$ cat src/rtl/ucode_loader.sv
// Assembles little-endian 8-byte groups from the debug/boot byte stream into upgm_t words
// and writes them to microcode RAM. Define UCODE_LOADER_CHECKSUM_EN for a trailing checksum byte.
module ucode_loader #(
    parameter int UADDR_WIDTH    = 11,
    parameter int WORD_BITS      = 62,
    parameter int BYTES_PER_WORD = 8
) (
    input  logic                   clk,
    input  logic                   reset,
    input  logic                   start,
    input  logic [UADDR_WIDTH-1:0] start_uaddr,
    input  logic [UADDR_WIDTH:0]   word_count,
    input  logic                   in_valid,
    output logic                   in_ready,
    input  logic [7:0]             in_data,
    output logic                   wr_en,
    output logic [UADDR_WIDTH-1:0] wr_uaddr,
    output logic [WORD_BITS-1:0]   wr_data,
    output logic                   busy,
    output logic                   done,
    output logic                   error
);
    localparam int CNT_W     = UADDR_WIDTH + 1;
    localparam int IDX_W     = $clog2(BYTES_PER_WORD);
    localparam int LAST_BITS = WORD_BITS - 8 * (BYTES_PER_WORD - 1);
    localparam logic [IDX_W-1:0] LAST_IDX = IDX_W'(BYTES_PER_WORD - 1);

    typedef enum logic [2:0] {
        IDLE  = 3'd0,
        RECV  = 3'd1,
        WRITE = 3'd2,
`ifdef UCODE_LOADER_CHECKSUM_EN
        CHECK = 3'd3,
`endif
        ERR   = 3'd4
    } state_t;

    state_t                 state_q, state_d;
    logic [UADDR_WIDTH-1:0] addr_q, addr_d;
    logic [CNT_W-1:0]       remain_q, remain_d;
    logic [IDX_W-1:0]       idx_q, idx_d;
    logic [WORD_BITS-1:0]   asm_q, asm_d;
    logic                   done_q, done_d;
    logic                   error_q, error_d;
`ifdef UCODE_LOADER_CHECKSUM_EN
    logic [7:0]             sum_q, sum_d;
`endif

    always_ff @(posedge clk or posedge reset) begin
        if (reset) begin
            state_q  <= IDLE;
            addr_q   <= '0;
            remain_q <= '0;
            idx_q    <= '0;
            asm_q    <= '0;
            done_q   <= 1'b0;
            error_q  <= 1'b0;
`ifdef UCODE_LOADER_CHECKSUM_EN
            sum_q    <= '0;
`endif
        end else begin
            state_q  <= state_d;
            addr_q   <= addr_d;
            remain_q <= remain_d;
            idx_q    <= idx_d;
            asm_q    <= asm_d;
            done_q   <= done_d;
            error_q  <= error_d;
`ifdef UCODE_LOADER_CHECKSUM_EN
            sum_q    <= sum_d;
`endif
        end
    end

    always_comb begin
        state_d  = state_q;
        addr_d   = addr_q;
        remain_d = remain_q;
        idx_d    = idx_q;
        asm_d    = asm_q;
        done_d   = 1'b0;
        error_d  = error_q;
`ifdef UCODE_LOADER_CHECKSUM_EN
        sum_d    = sum_q;
`endif
        in_ready = 1'b0;
        wr_en    = 1'b0;
        busy     = 1'b0;

        case (state_q)
            IDLE: begin
                if (start) begin
                    addr_d   = start_uaddr;
                    remain_d = word_count;
                    idx_d    = '0;
                    error_d  = 1'b0;
`ifdef UCODE_LOADER_CHECKSUM_EN
                    sum_d    = '0;
`endif
                    if (word_count == '0) begin
                        done_d = 1'b1;
                    end else begin
                        state_d = RECV;
                    end
                end
            end

            RECV: begin
                busy     = 1'b1;
                in_ready = 1'b1;
                if (in_valid) begin
`ifdef UCODE_LOADER_CHECKSUM_EN
                    sum_d = sum_q + in_data;
`endif
                    for (int k = 0; k < BYTES_PER_WORD - 1; k++) begin
                        if (idx_q == IDX_W'(k)) begin
                            asm_d[8*k +: 8] = in_data;
                        end
                    end
                    if (idx_q == LAST_IDX) begin
                        // Top byte carries only the upper upgm_t bits; the rest is reserved.
                        asm_d[WORD_BITS-1 -: LAST_BITS] = in_data[LAST_BITS-1:0];
                        idx_d = '0;
                        if ((in_data >> LAST_BITS) != 8'd0) begin
                            state_d = ERR;
                            error_d = 1'b1;
                        end else begin
                            state_d = WRITE;
                        end
                    end else begin
                        idx_d = idx_q + 1'b1;
                    end
                end
            end

            WRITE: begin
                busy     = 1'b1;
                wr_en    = 1'b1;
                addr_d   = addr_q + 1'b1;
                remain_d = remain_q - 1'b1;
                if (remain_q == CNT_W'(1)) begin
`ifdef UCODE_LOADER_CHECKSUM_EN
                    state_d = CHECK;
`else
                    state_d = IDLE;
                    done_d  = 1'b1;
`endif
                end else begin
                    state_d = RECV;
                end
            end

`ifdef UCODE_LOADER_CHECKSUM_EN
            CHECK: begin
                busy     = 1'b1;
                in_ready = 1'b1;
                if (in_valid) begin
                    // Valid load: all data bytes plus this byte sum to zero mod 256.
                    if (8'(sum_q + in_data) == 8'd0) begin
                        state_d = IDLE;
                        done_d  = 1'b1;
                    end else begin
                        state_d = ERR;
                        error_d = 1'b1;
                    end
                end
            end
`endif

            ERR: begin
                state_d = IDLE;
            end

            default: begin
                state_d = IDLE;
            end
        endcase
    end

    assign wr_uaddr = wr_en ? addr_q : '0;
    assign wr_data  = wr_en ? asm_q : '0;
    assign done     = done_q;
    assign error    = error_q;

endmodule
$ cat config.mk
export PLATFORM = sky130hd
export DESIGN_NAME = ucode_loader
export DESIGN_NICKNAME = d
export VERILOG_FILES = /design/src/rtl/ucode_loader.sv
export SDC_FILE = /design/constraint.sdc
export NUM_CORES = 1
export LEC_CHECK = 0
export ABC_AREA = 1
export CORE_ASPECT_RATIO = 2
export CORE_MARGIN = 3
export CORE_UTILIZATION = 40
export CTS_BUF_LIST = sky130_fd_sc_hd__clkbuf_16
export CTS_CLUSTER_DIAMETER = 150
export DETAILED_ROUTE_END_ITERATION = 6
export GPL_TIMING_DRIVEN = 0
export PLACE_DENSITY = 0.7
export REMOVE_ABC_BUFFERS = 1
export SYNTH_ARGS = -nofsm -noshare
export SYNTH_HDL_FRONTEND = slang
export SYNTH_SLANG_ARGS = --single-unit
$ cat constraint.sdc
create_clock -name clk -period 5.6 [get_ports clk]
set_input_delay 1.12 -clock clk [delete_from_list [all_inputs] [get_ports clk]]
set_output_delay 1.12 -clock clk [all_outputs]
set_load 0.05 [all_outputs]
-- After elaboration in Yosys (flattened, before gate mapping)
Cells that the tools add are included.
- add/sub/neg operators: 3
- muxes and demuxes: 29
- $mul: 0
- $lt $le $gt $ge: 0
- eq/ne operators: 15
- shift-type cells: 0
- bitwise operators: 0
- reduce and logical (&&, ||, !) cells: 19
- divide/modulo/power cells: 0
- operator list (cell ; number):
    $mux W62 ; 1
    $reduce_and A3 Y1 ; 9
    $mux W3 ; 8
    $pmux W12 S2 ; 1
    $mux W11 ; 2
    $pmux W11 S2 ; 1
    $eq A12 B1 Y1 const B ; 1
    $eq A3 B3 Y1 const B ; 4
    $logic_not A12 Y1 ; 1
    $mux W12 ; 1
    $sub A12 B1 Y12 const B ; 1
    $add A11 B1 Y11 const B ; 1
    $mux W1 ; 11
    $ne A2 B2 Y1 const B ; 5
    $eq A3 B2 Y1 const B ; 3
    $pmux W3 S3 ; 1
    $reduce_bool A8 Y1 ; 1
    $eq A3 B1 Y1 const B ; 2
    $logic_not A3 Y1 ; 2
    $pmux W3 S2 ; 1
    $reduce_and A5 Y1 ; 1
    $pmux W1 S2 ; 2
    $reduce_and A4 Y1 ; 1
    $reduce_bool A2 Y1 ; 2
    other kinds (3) ; 3
- word-level logic and storage cells: 80
- memories: 0
- input port bits: 35
- output and inout port bits: 78
- memory bits (read-only): 0
- register bits after elaboration: 93
- memory bits (writable): 0
- latch bits: 0

-- Longest topological paths before layout
- depth after elaboration: 5
- gate-level depth with buffers: 9
- gate-level depth less buffers: 9

-- Worst setup path before layout
No wires, ideal clock.
- path kind: register to output
- from: register state_q[0]
- to: output wr_data[52]
- path buffers: 3
- cell stages (with the launch flop): 7
- data arrival time: 1865 ps
- data required time: 4480 ps
- slack: 2615 ps
- cells stage by stage: dfrtp_1 > nor2_2 > nand2_1 > buf_2 > buf_2 > buf_2 > nor2_1
- cells in the longest elaborated chain, start to end: 3
- ends and longest elaborated chain (what ; RTL line ; source):
    from (decl) ; 38 ; state_t state_q, state_d;
    from (signal assigned) ; 62 ; state_q <= state_d;
    $eq A3 B2 Y1 ; 90 ; case (state_q)
    $mux W1 ; 90 ;
    $mux W62 ; 181 ; assign wr_data = wr_en ? asm_q : '0;
    to (decl) ; 18 ; output logic [WORD_BITS-1:0] wr_data,
Every way passes these cells.

-- Worst setup path after layout
- from: register state_q[0]
- to: output wr_uaddr[10]
- cells in the longest elaborated chain, start to end: 3
- ends and longest elaborated chain (what ; RTL line ; source):
    $eq A3 B2 Y1 ; 90 ;
    $mux W1 ; 90 ;
    $mux W11 ; 180 ; assign wr_uaddr = wr_en ? addr_q : '0;
    to (decl) ; 17 ; output logic [UADDR_WIDTH-1:0] wr_uaddr,
Every way passes these cells.

==> flow_metrics.tcl <==
set metrics [dict create \
    portBuffers 112 \
    path_class "flip-flop to output port" \
    ctsHoldBuffers 0 \
    tns_ns 0 \
    ys_seq_area_share_pct 47.3 \
    die_y_um 163 \
    path_depth 5 \
    insertedDiodeCount 0 \
    yosysTopAreaCellShare_pct 47.3 \
    clockPowerShare_pct 24.2 \
    hp-start "error" \
    hold_path.class "flip-flop to flip-flop" \
    boundaryPins 113 \
    wl_per_cell_um 13.5 \
    finalNetCount 813 \
    finalInstanceArea_um2 6520 \
    route.met3.wl_um 394 \
    synthCells 666 \
    status "complete, no violations" \
    core_area_um2 11800 \
    fin_util_pct 55.1 \
    drive_gt1_share_pct 4.52 \
    r2r-start "state_q[1]" \
    rsz0062_at_grt "no" \
    seq_power_share_pct 38.2 \
    path_buf_inv 2 \
    slew_violations 0 \
    top_layer "met4" \
    crit_arrival_ns 2.79 \
    slew_headroom_pct 40.8 \
    antenna_found_initial 0 \
    cp_max_fo 56 \
    cp-start-kind "flip-flop" \
    setup_viol_count_final 0 \
    hold_depth 2 \
    clkTransAtPathRegs_ns 0.07 \
    fin_crit_sh_pct 69.8 \
    p_leak_nw 2.95 \
    initial_core_util_pct 41.5 \
    ys_top_cells_by_area "dfrtp_1, nand2_1, inv_1" \
    dr.pass1.iters 4 \
    combPwrFrac_pct 37.6 \
    via_per_inst 4.88 \
    crit_path_start "state_q[0]" \
    cts_tree "built" \
    endpoint_kind "output port" \
    post-cts-setup-buffers 0 \
    wl_met1_um 4540 \
    instances_no_fill 919 \
    cts-htree-levels 3 \
    pre_cts_slack_ns 2.02 \
    grt_start_max_net_pins 60 \
    cp_slowest_cell "clkdlybuf4s50_1" \
    synthDistinctLibCells 29 \
    cap_violations 0 \
    vdd_drop_max_v 0.000252 \
    skew_ns 0.00709 \
    intPower_mw 1.74 \
    remaining_drc_errors 0 \
    synth_top_cell_by_area "dfrtp_1" \
    numCtsBuffers 9 \
    drt_iter0_drc 176 \
    grt-ovfl-total 0 \
    period_needed_ns 3.91 \
    met2WireLength_um 7180 \
    ant_nets 0 \
    grt_use_total_pct 18.5 \
    grt_pass1_vias 4490 \
    hold_slack_ns 0.475 \
    critPathMaxStageDelay_ns 0.84 \
    cp_top_family "buffers and inverters" \
    syn_area_um2 4920 \
    hold_viol_final 0 \
    cts-resized-gates 0 \
    p_total_mw 2.91 \
    dr_total_vias 4486 \
    ys_ff_latch 93 \
    path_cells "nor2_2 > nand2_4 > buf_12 > nor2_1 > clkdlybuf4s50_1" \
    root_buffer "clkbuf_16" \
    layout_setup_ws_ns 1.69 \
    dpl.hpwl_um 9290 \
    clock_sinks 93 \
    p_per_area_nw_per_um2 446 \
    yosys_warnings 0 \
    clockBufferDepth 2 \
    row_count 56 \
    place_inst 903 \
    synthToLayoutAreaGrowth_pct 32.6 \
    clk_latency_ns 0.33 \
    required_ns 4.48 \
    drt_wl_total_um 12400 \
    p_switching_mw 1.17 \
    postPlaceCellArea_um2 6180 \
    synth.avg_cell_area_um2 7.39 \
    reg2reg_depth 4 \
    clock.fmax_mhz 256 \
    gp_congestion 0.913 \
    dieArea_um2 13700 \
    worst_pin_slew_ns 0.887 \
    grt_pass1_wl_um 20700 \
    die_w_um 84.4 \
    swShare_pct 40.2 \
]
## sequential cells by signal, summed over array words and instances (netlist names)
signal and flops:
asm_q 62, remain_q 12, addr_q 11, idx_q 3
state_q 3, done 1, error 1
## cells by family after synthesis
group | synth area share, %
buffers and inverters | 11.1
AND/OR/NAND/NOR | 28.3
XOR/XNOR | 0.356
AO/OA/AOI/OAI | 10.6
flip-flops | 47.3
adder cells (fa/ha/maj) | 2.29
## synth_stat cells
library cell,instances
xor2_1,1
nor2_8,1
nand2_2,1
o21ai_1,48
or2_2,2
nand2_1,155
nor2_1,109
a31oi_1,2
o21ai_2,1
ha_1,9
buf_1,3
nand3_4,7
nand3_1,33
inv_2,1
o22ai_1,2
dfrtp_1,93
o211ai_1,1
nor2_4,1
nor2_2,2
and2_0,1
inv_1,118
o31ai_1,1
o21ai_0,36
a21oi_1,10
nand4_1,5
xnor2_1,1
clkbuf_1,4
nor3_1,3
buf_2,15
## tightest hold or removal path, stage by stage (launching register included)
cell and delay (ns):
dfrtp_1 0.35, nand2_1 0.05, nand2_1 0.04
## cell type report
| type | count | area, um2 |
|---|---|---|
| sequential | 93 | 2330 |
| tap | 145 | 181 |
| clock buffer | 9 | 225 |
| multi-input combinational | 432 | 2050 |
| fill | 1133 | 5320 |
| inverter | 119 | 449 |
| clock inverter | 7 | 121 |
| timing repair buffer | 114 | 1170 |
## power by group through the flow
stage                     Clock, mW  Combinational [mW]  Sequential, mW
final                         0.703                1.09            1.11
after detailed placement          0                1.10            1.12
after CTS                     0.720                1.10            1.11
after global routing          0.743                1.25            1.15
after global placement            0                1.06            1.11
after floorplan                   0               0.816            1.08
## final timing paths
path | to | slack (ns)
setup / recovery | wr_uaddr[10] | 1.69
hold / removal | error | 0.47
setup reg to reg | addr_q[6] | 3.60
hold reg to reg | error | 0.47
max in group asynchronous | asm_q[35] | 3.79
min in group asynchronous | remain_q[10] | 1.16
## metal layers
layer  track usage [%]  vias up
li1                  -     2255
met2              36.5      114
met5                 0        -
met3              2.38       23
met4              8.00        0
met1              19.0     2094
## cell usage in the layout (no fill, tap or decap), drive strengths merged, types with 2 or more instances in the layout
master and n:
a31oi 2, buf 2, a21oi 10, o22ai 2, ha 9, inv 122, bufinv 3, nor3 3
nor2 113, nand4 5, clkdlybuf4s50 112, or2 2, nand2 156, dfrtp 93, clkbuf 9, o21ai 85
nand3 40
(Power assumes the default switching activity.)
